$ cat src/rtl/registrador_universal_n_pkg.sv
// Shared definitions for the universal N-bit register: manual operation codes
// and the serialiser FSM state encoding.
package registrador_universal_n_pkg;

  localparam logic [1:0] MODO_HOLD  = 2'b00;
  localparam logic [1:0] MODO_DIR   = 2'b01;
  localparam logic [1:0] MODO_ESQ   = 2'b10;
  localparam logic [1:0] MODO_CARGA = 2'b11;

  typedef enum logic {
    OCIOSO     = 1'b0,
    DESLOCANDO = 1'b1
  } estado_t;

endpackage

$ cat src/rtl/registrador_universal_n_contador_bits.sv
// Synchronous mod-WIDTH bit counter; o_fim flags the last count so the
// serialiser knows the current shift is the final one of the frame.
module contador_bits #(
  parameter int WIDTH = 8,
  parameter int CW    = (WIDTH > 1) ? $clog2(WIDTH) : 1
) (
  input  logic          i_clock,
  input  logic          i_clear,
  input  logic          i_enable,
  output logic [CW-1:0] o_contagem,
  output logic          o_fim
);

  logic [CW-1:0] r_contagem;
  logic          w_fim;

  assign w_fim      = (r_contagem == CW'(WIDTH - 1));
  assign o_fim      = w_fim;
  assign o_contagem = r_contagem;

  // Wraps to zero after the terminal count instead of running past WIDTH-1.
  always_ff @(posedge i_clock) begin
    if (i_clear) begin
      r_contagem <= '0;
    end else if (i_enable) begin
      if (w_fim) begin
        r_contagem <= '0;
      end else begin
        r_contagem <= r_contagem + 1'b1;
      end
    end
  end

endmodule

$ cat src/rtl/registrador_universal_n.sv
// Universal N-bit register: hold / shift right / shift left / parallel load,
// plus an automatic serialiser that loads D and shifts out all WIDTH bits.
module registrador_universal_n
  import registrador_universal_n_pkg::*;
#(
  parameter int               WIDTH       = 8,
  parameter bit               LSB_FIRST   = 1'b1,
  parameter logic [WIDTH-1:0] RESET_VALUE = {WIDTH{1'b0}}
) (
  input  logic             clock,
  input  logic             clear,
  input  logic             enable,
  input  logic [1:0]       modo,
  input  logic [WIDTH-1:0] D,
  input  logic             serial_in_dir,
  input  logic             serial_in_esq,
  input  logic             iniciar,
  output logic [WIDTH-1:0] Q,
  output logic             serial_out,
  output logic             ocupado,
  output logic             pronto
);

  localparam int CW = (WIDTH > 1) ? $clog2(WIDTH) : 1;

  estado_t          r_estado;
  estado_t          w_prox_estado;
  logic [WIDTH-1:0] r_q;
  logic [WIDTH-1:0] w_q_prox;
  logic [WIDTH-1:0] w_q_dir;
  logic [WIDTH-1:0] w_q_esq;
  logic             r_ocupado;
  logic             w_ocupado_prox;
  logic             r_pronto;
  logic             w_pronto_prox;
  logic             w_cnt_clr;
  logic             w_cnt_en;
  logic             w_fim;
  logic [CW-1:0]    w_contagem;

  assign w_q_dir = {serial_in_dir, r_q[WIDTH-1:1]};
  assign w_q_esq = {r_q[WIDTH-2:0], serial_in_esq};

  // Counter restarts on a new frame as well as on the global clear.
  contador_bits #(
    .WIDTH (WIDTH),
    .CW    (CW)
  ) u_contador (
    .i_clock    (clock),
    .i_clear    (clear | w_cnt_clr),
    .i_enable   (w_cnt_en),
    .o_contagem (w_contagem),
    .o_fim      (w_fim)
  );

  // pronto defaults low every cycle so it is a single-cycle pulse even when
  // enable drops right after the final shift.
  always_comb begin
    w_prox_estado  = r_estado;
    w_q_prox       = r_q;
    w_ocupado_prox = r_ocupado;
    w_pronto_prox  = 1'b0;
    w_cnt_clr      = 1'b0;
    w_cnt_en       = 1'b0;
    if (enable) begin
      case (r_estado)
        OCIOSO: begin
          if (iniciar) begin
            w_q_prox       = D;
            w_cnt_clr      = 1'b1;
            w_ocupado_prox = 1'b1;
            w_prox_estado  = DESLOCANDO;
          end else begin
            case (modo)
              MODO_DIR:   w_q_prox = w_q_dir;
              MODO_ESQ:   w_q_prox = w_q_esq;
              MODO_CARGA: w_q_prox = D;
              default:    w_q_prox = r_q;
            endcase
          end
        end
        DESLOCANDO: begin
          w_q_prox = LSB_FIRST ? w_q_dir : w_q_esq;
          w_cnt_en = 1'b1;
          if (w_fim) begin
            w_ocupado_prox = 1'b0;
            w_pronto_prox  = 1'b1;
            w_prox_estado  = OCIOSO;
          end
        end
        default: w_prox_estado = OCIOSO;
      endcase
    end
  end

  always_ff @(posedge clock) begin
    if (clear) begin
      r_estado  <= OCIOSO;
      r_q       <= RESET_VALUE;
      r_ocupado <= 1'b0;
      r_pronto  <= 1'b0;
    end else begin
      r_estado  <= w_prox_estado;
      r_q       <= w_q_prox;
      r_ocupado <= w_ocupado_prox;
      r_pronto  <= w_pronto_prox;
    end
  end

  assign Q          = r_q;
  assign ocupado    = r_ocupado;
  assign pronto     = r_pronto;
  assign serial_out = LSB_FIRST ? r_q[0] : r_q[WIDTH-1];

endmodule

$ cat config.mk
export PLATFORM = sky130hd
export DESIGN_NAME = registrador_universal_n
export DESIGN_NICKNAME = d
export VERILOG_FILES = /design/src/rtl/registrador_universal_n_pkg.sv /design/src/rtl/registrador_universal_n_contador_bits.sv /design/src/rtl/registrador_universal_n.sv
export SDC_FILE = /design/constraint.sdc
export NUM_CORES = 1
export LEC_CHECK = 0
export CORE_UTILIZATION = 42
export DETAILED_ROUTE_END_ITERATION = 12
export GPL_ROUTABILITY_DRIVEN = 0
export GPL_TIMING_DRIVEN = 0
export PLACE_DENSITY = 0.73
export SLEW_MARGIN = 20
export SYNTH_ARGS = -nofsm -noshare
export SYNTH_HDL_FRONTEND = slang
export SYNTH_SLANG_ARGS = --single-unit
$ cat constraint.sdc
create_clock -name clock -period 1.5 [get_ports clock]
set_input_delay 0.225 -clock clock [delete_from_list [all_inputs] [get_ports clock]]
set_output_delay 0.225 -clock clock [all_outputs]
set_load 0.03 [all_outputs]
==> metrics.md, run 1 <==
| Metric | Value |
|---|---|
| Post-synth EDFFs | 0 |
| Syn Area/Cell | between 8 and 9 µm² |
| Die area | ~1900 µm² |
| Post-Synth Simple-Gate Area | 16.07% |
| Clk pin slew, worst setup/hold paths | 0.08 ns |
| Delay-heaviest family, CP | buffers and inverters |
| Unrepaired setup endpoints after global routing | no |
| Clk sink count | 14 |
| Worst R2R Setup Slack | 0.17 ns |
| Post-layout util | 67.70% |
| Total grt overflow | 0 |
| DRC | 2 |
| CP Launch Type | input port |
| Main combinational cell family by area after synthesis | compound AO/OA/AOI/OAI gates |
| Dpl cell area | approximately 1000 µm² |
| Number of global-route vias before repair | about 700 |
| Synth Area in Compound Gates | 37.23% |
| Required time of the critical path | roughly 1.7 ns |
| Crit path time final | 1.419 ns |
| Htree depth | 1 |
| Sequential area share after synthesis | 37.90% |
| Sequential Area | between 200 and 300 µm² |
| Max cap viols | 0 |
| Fmax | between 700 and 800 MHz |
| Slew headroom | between 60% and 70% |
| Post-Syn Nets | roughly 100 |
| Starting density of the core | between 40 and 50% |
| WHS | 0.4593 ns |
| Final Cell Area | ~1100 µm² |
| Avg Vias per Cell | between 6 and 7 |
| Peak supply drop | between 0.5 and 0.6 mV |
| Die X | approximately 44 µm |
| WP data arrival | 1.60 ns |
| Top post-synthesis cells by area | dfxtp_1 38%, a311oi_1 9.5%, a32oi_1 8.3% |
| Critical-path top delay cell | clkdlybuf4s50_1 |
| Most frequent cell after synthesis | dfxtp_1 |
| Switching power | 0.0002788 W |
| Initial DRC count | 20 |
| CTS hold repair buffers | 0 |
| Post-Synth XOR/XNOR Area | 0% |
| # IOs | 27 |
| Synth Warn # | 0 |
| Post-synthesis cell area | about 740 µm² |
| FF+latch count, synth | 14 |
| Die height | around 44 µm |
| Post-synth ARST share | 0% |
| Crit share post-route | between 90% and 100% |
| TritonCTS clock tree | yes |
| Leakage power | approximately 0.45 nW |
| Worst-Skew Late Latency | roughly 0.27 ns |
| Kind of critical path | input port to register |
| First-pass GRT wire length | about 3.1 mm |
| Final Slew Violations | 0 |
| Worst Skew | a little over 0.004 ns |
| Worst-Margin Slew | between 0.4 and 0.5 ns |
| Area delta synth->final | 44.33% |
| Violated checks | DRC |
| Internal Power | ~0.00065 W |
| Multi-input gate area | 431.7 µm² |
| # setup viols final | 0 |
| Tot GR Track Use | between 20 and 25% |
| Status | finished, violations left |
| Part of the power in registers | 44.9% |
| Cell Pwr Density | between 800 and 900 nW/µm² |
| WL/cell | around 15 µm |
| Critical path buffers and inverters | 2 |
| Top FF cell, synth | dfxtp_1 |
| Drt pass-1 iters | 9 |
| Total Wirelength | 1.969 mm |
| Crit end category | register |
| Gate Count Post-Synth | 83 |
| Power, Total | just over 0.0009 W |
| Total CTS buffers | 3 |
| Nets | 133 |
| Fin. Hold Viols | 0 |
| # fillers | about 150 |
| Initial antenna violation count | 0 |
| Worst hold path class | register to register |
| Num rows | 14 |
| Mux cell area share after synthesis | 0% |
| Top cells by count, synth | 14 x dfxtp_1, 11 x nor2_1, 9 x o21ai_0 |
| Hpwl dp | roughly 1.4 mm |
| Sw Share | around 30% |
| Port bufs | 26 |
| CP Max Fanout | 6 |
| Gate power share | approximately a quarter |
| Largest stage delay on the critical path | approximately 0.60 ns |
| Crit path cell chain | clkdlybuf4s50_1 > nor4b_4 > buf_4 > a32oi_1 > a311oi_1 |
| Antenna cells | 0 |
| Clk Tree Root Cell | clkbuf_4 |
| Core footprint | around 1600 µm² |
| Netlist cell types | 24 |
| Largest net degree at the start of global routing | 11 |
| Yosys top cell area share | 37.90% |
| Post-Synth Adder-Cell Area | between 3 and 4% |
| Share of post-route cells with drive strength above 1 | 11.40% |
| Clk pwr share | about 28% |
| CTS max path bufs | 2 |
| Setup tns final | 0 ns |
| Vias | roughly 800 |
| Routed Antenna Nets | 0 |
| Yosys top cell by area | dfxtp_1 |
==> per-stage QoR <==
stage	cells	setup WS, ns
after floorplan	83	0.1077
after global placement	125	-0.3873
after detailed placement	125	-0.3997
after CTS	129	0.02013
after global routing	130	0.02258
final	130	0.08066
==> final timing paths <==
kind	cells past startpoint	to	from
worst max-delay path	5	Q[1]	modo[1]
worst min-delay path	2	u_contador.o_contagem[1]	u_contador.o_contagem[1]
worst max register to register	3	Q[6]	r_estado
worst min register to register	2	u_contador.o_contagem[1]	u_contador.o_contagem[1]
==> cells in the final DEF, fill, tap and decap left out, types with 2 or more instances in the layout <==
master	instances
nor2_1	11
a32oi_1	7
clkdlybuf4s50_1	13
ha_1	2
buf_4	2
a21oi_1	6
dfxtp_1	14
dlymetal6s2s_1	2
o21ai_0	9
nand2_1	6
a311oi_1	8
dlygate4sd2_1	11
buf_2	2
clkbuf_1	2
or3b_1	2
a211o_1	2
clkbuf_4	3
==> final cells by class <==
cell class / instances / share of cell area [%]
plain buffers: 6 / 3.400
well taps: 16 / 1.876
repair buffers: 27 / 24.27
inverters: 1 / 0.3517
multi-input cells: 62 / 40.45
flip-flops and latches: 14 / 26.26
clock buffers: 4 / 3.400
==> cells by family after synthesis <==
| kind of cell | Yosys count |
|---|---|
| AO/OA/AOI/OAI | 37 |
| AND/OR/NAND/NOR | 23 |
| flip-flops | 14 |
| buffers and inverters | 7 |
| adder cells (fa/ha/maj) | 2 |
==> repair_timing <==
| action | in CTS | in global routing |
|---|---|---|
| buffers inserted | 0 | 1 |
| gates resized for setup | 13 | 2 |
| endpoints found under the setup margin | 16 | 8 |
==> registers in the layout, summed over array words and instances, names as in the netlist <==
signal / cells
u_contador.o_contagem: 3
pronto: 1
Q: 8
ocupado: 1
r_estado: 1
==> worst register-to-register path: cells and delay by family, from the launching register on <==
kind	cells	cell delay, ns
DFF	1	0.37
AOI/OAI and AO/OA	2	0.68
buffers and inverters	1	0.19
==> power by group through the flow <==
stage / combinational, W / sequential (W) / clock [W]
detailed placement: 0.000259 / 0.000427 / 0
floorplan: 0.000103 / 0.000464 / 0
CTS: 0.000247 / 0.000418 / 0.000272
global placement: 0.000256 / 0.000426 / 0
finish: 0.000248 / 0.000418 / 0.000265
global route: 0.000268 / 0.000422 / 0.000294
==> layer usage <==
metal  part of all wire, %  vias up  global-route usage, %
met5                     0        -                      0
met2                    46       25                  36.42
li1                      -      392                      -
met3                   6.3        2                  2.500
met1                    46      383                  29.16
met4                  0.96        0                  9.091
No activity file was read; power rests on OpenSTA's default activity.
==> inputs of run 2 (changes only) <==
--- a/config.mk
+++ b/config.mk
@@ -10,6 +10,7 @@
 export GPL_ROUTABILITY_DRIVEN = 0
 export GPL_TIMING_DRIVEN = 0
 export PLACE_DENSITY = 0.73
+export SKIP_LAST_GASP = 1
 export SLEW_MARGIN = 20
 export SYNTH_ARGS = -nofsm -noshare
 export SYNTH_HDL_FRONTEND = slang
==> metrics.md, run 2 (synthesized netlist as in run 1, its figures left out) <==
| Metric | Value |
|---|---|
| Status | finished, violations left |
| Violated checks | DRC |
| Routed Antenna Nets | 0 (unchanged) |
| Crit share post-route | 94.98% (+0.36 points) |
| First-pass GRT wire length | 3.098 mm (unchanged) |
| Vias | 803 (+0.12%) |
| Htree depth | 1 (unchanged) |
| Number of global-route vias before repair | 714 (unchanged) |
| Placed Cells | 125 (unchanged) |
| Area delta synth->final | 44.84% |
| Leakage power | 0.4554 nW (+1.7%) |
| Final Slew Violations | 0 (unchanged) |
| Most common cell after layout, fill and taps aside | dfxtp_1 |
| Initial antenna violation count | 0 (unchanged) |
| Antenna cells | 0 (unchanged) |
| # fillers | 152 (-0.65%) |
| Clk sink count | 14 (unchanged) |
| Total Wirelength | 1.977 mm (+0.41%) |
| Crit path time final | 1.425 ns (+0.005361 ns) |
| Clk pin slew, worst setup/hold paths | 0.08 ns (about the same) |
| Required time of the critical path | 1.68 ns (about the same) |
| Switching power | 0.0002791 W (+0.11%) |
| Worst Skew | 0.004054 ns (+0.00002612 ns) |
| Num rows | 14 (unchanged) |
| Tot GR Track Use | 22.04% (unchanged) |
| Total grt overflow | 0 (unchanged) |
| Avg Vias per Cell | 6.177 (+0.12%) |
| Cell Pwr Density | 870.3 nW/µm² (-0.24%) |
| Gate power share | 26.8% (about the same) |
| # IOs | 27 (unchanged) |
| Worst hold path class | register to register |
| Max reg flops | 8 (unchanged) |
| Worst-Skew Late Latency | 0.27 ns (about the same) |
| Drt pass-1 iters | 9 (unchanged) |
| Fmax | 701.9 MHz (-0.38%) |
| Clk Tree Root Cell | clkbuf_4 |
| Core footprint | 1577 µm² (unchanged) |
| Setup tns final | 0 ns (unchanged) |
| Unrepaired setup endpoints after global routing | no |
| Kind of critical path | input port to register |
| Peak supply drop | 0.5760 mV (+0.24%) |
| Starting density of the core | 46.90% (unchanged) |
| Die area | 1932 µm² (unchanged) |
| Slew headroom | 68.45% (about the same) |
| # setup viols final | 0 (unchanged) |
| Initial DRC count | 20 (unchanged) |
| Nets | 133 (unchanged) |
| Port bufs | 26 (unchanged) |
| Worst-Margin Slew | 0.4732 ns (+0.0008403 ns) |
| CTS hold repair buffers | 0 (unchanged) |
| WL/cell | 15.21 µm (+0.41%) |
| WP data arrival | 1.60 ns (about the same) |
| Most frequent cells in the layout | 14 x dfxtp_1, 13 x clkdlybuf4s50_1, 11 x nor2_1, 10 x dlygate4sd2_1, 9 x o21ai_0 |
| Clk pwr share | 28.4% (about the same) |
| DRC | 2 (unchanged) |
| Fin. Hold Viols | 0 (unchanged) |
| CP Launch Type | input port |
| Crit end category | register |
| TritonCTS clock tree | yes |
| WHS | 0.4593 ns (+0.000005000 ns) |
| CTS max path bufs | 2 (unchanged) |
| CP Max Fanout | 6 (unchanged) |
| Die X | 43.96 µm (unchanged) |
| Sw Share | 29.95% (about the same) |
| Hpwl dp | 1.440 mm (unchanged) |
| Max cap viols | 0 (unchanged) |
| Share of post-route cells with drive strength above 1 | 11.40% (unchanged) |
| Total CTS buffers | 3 (unchanged) |
| Die height | 43.96 µm (unchanged) |
| Internal Power | 0.0006530 W (+0.11%) |
| Part of the power in registers | 44.9% (about the same) |
| Largest net degree at the start of global routing | 11 (unchanged) |
| Final Non-Filler Cells | 130 (unchanged) |
## run 2: cell types whose count changed in the layout (fill, tap and decap cells not counted), sizes merged
cell | previous run | this run
dlymetal6s2s | 2 | 3
dlygate4sd2 | 11 | 10
## run 2: worst max-delay path, cell delays in order
cell,delay (ns)
clkdlybuf4s50_1,0.60
nor4b_4,0.24
buf_4,0.18
a32oi_1,0.06
a311oi_1,0.29
## run 2: final cells by class
type	count	area (µm²)	share of cell area (%)
sequential	14	280.3	26.17
multi-input combinational	62	431.7	40.30
buffer	6	36.28	3.388
clock buffer	4	36.28	3.388
inverter	1	3.754	0.3505
timing repair buffer	27	262.8	24.53
tap	16	20.02	1.869
## run 2: power groups by stage
stage	Combinational [W]	Sequential [W]	Clock (W)
2_1_floorplan	0.000103	0.000464	0
3_3_place_gp	0.000256	0.000426	0
3_5_place_dp	0.000259	0.000427	0
4_1_cts	0.000248	0.000418	0.000272
5_1_grt	0.000268	0.000422	0.000294
6_report	0.000249	0.000418	0.000265
## run 2: stage by stage
step	cell area, µm²	utilization [%]	total power [W]	worst slack (ns)
floorplan	739.5	-	0.0005670	0.1077
global placement	1020	64.68	0.0006820	-0.3873
detailed placement	1020	64.68	0.0006867	-0.3997
CTS	1056	66.98	0.0009383	-0.02579
global route	1071	67.94	0.0009838	0.02257
finish	1071	67.94	0.0009322	0.07530
## run 2: final timing paths
check,startpoint,endpoint,slack [ns],depth (start not counted)
worst max-delay path,modo[1],Q[1],0.08,5
worst min-delay path,u_contador.o_contagem[1],u_contador.o_contagem[1],0.46,2
worst max register to register,r_estado,Q[6],0.17,3
worst min register to register,u_contador.o_contagem[1],u_contador.o_contagem[1],0.46,2
## run 2: per-layer routing
| metal | up-vias | wire length [µm] | global-route usage, % |
|---|---|---|---|
| li1 | 393 | - | - |
| met1 | 383 | 909 | 29.16 |
| met2 | 25 | 923 | 36.42 |
| met3 | 2 | 124 | 2.500 |
| met4 | 0 | 19 | 9.091 |
| met5 | - | 0 | 0 |
## run 2: what timing repair did
action	CTS	global route
gates resized for setup	12	3
endpoints found under the setup margin	16	9
buffers inserted	0	1
pin swaps	0	0
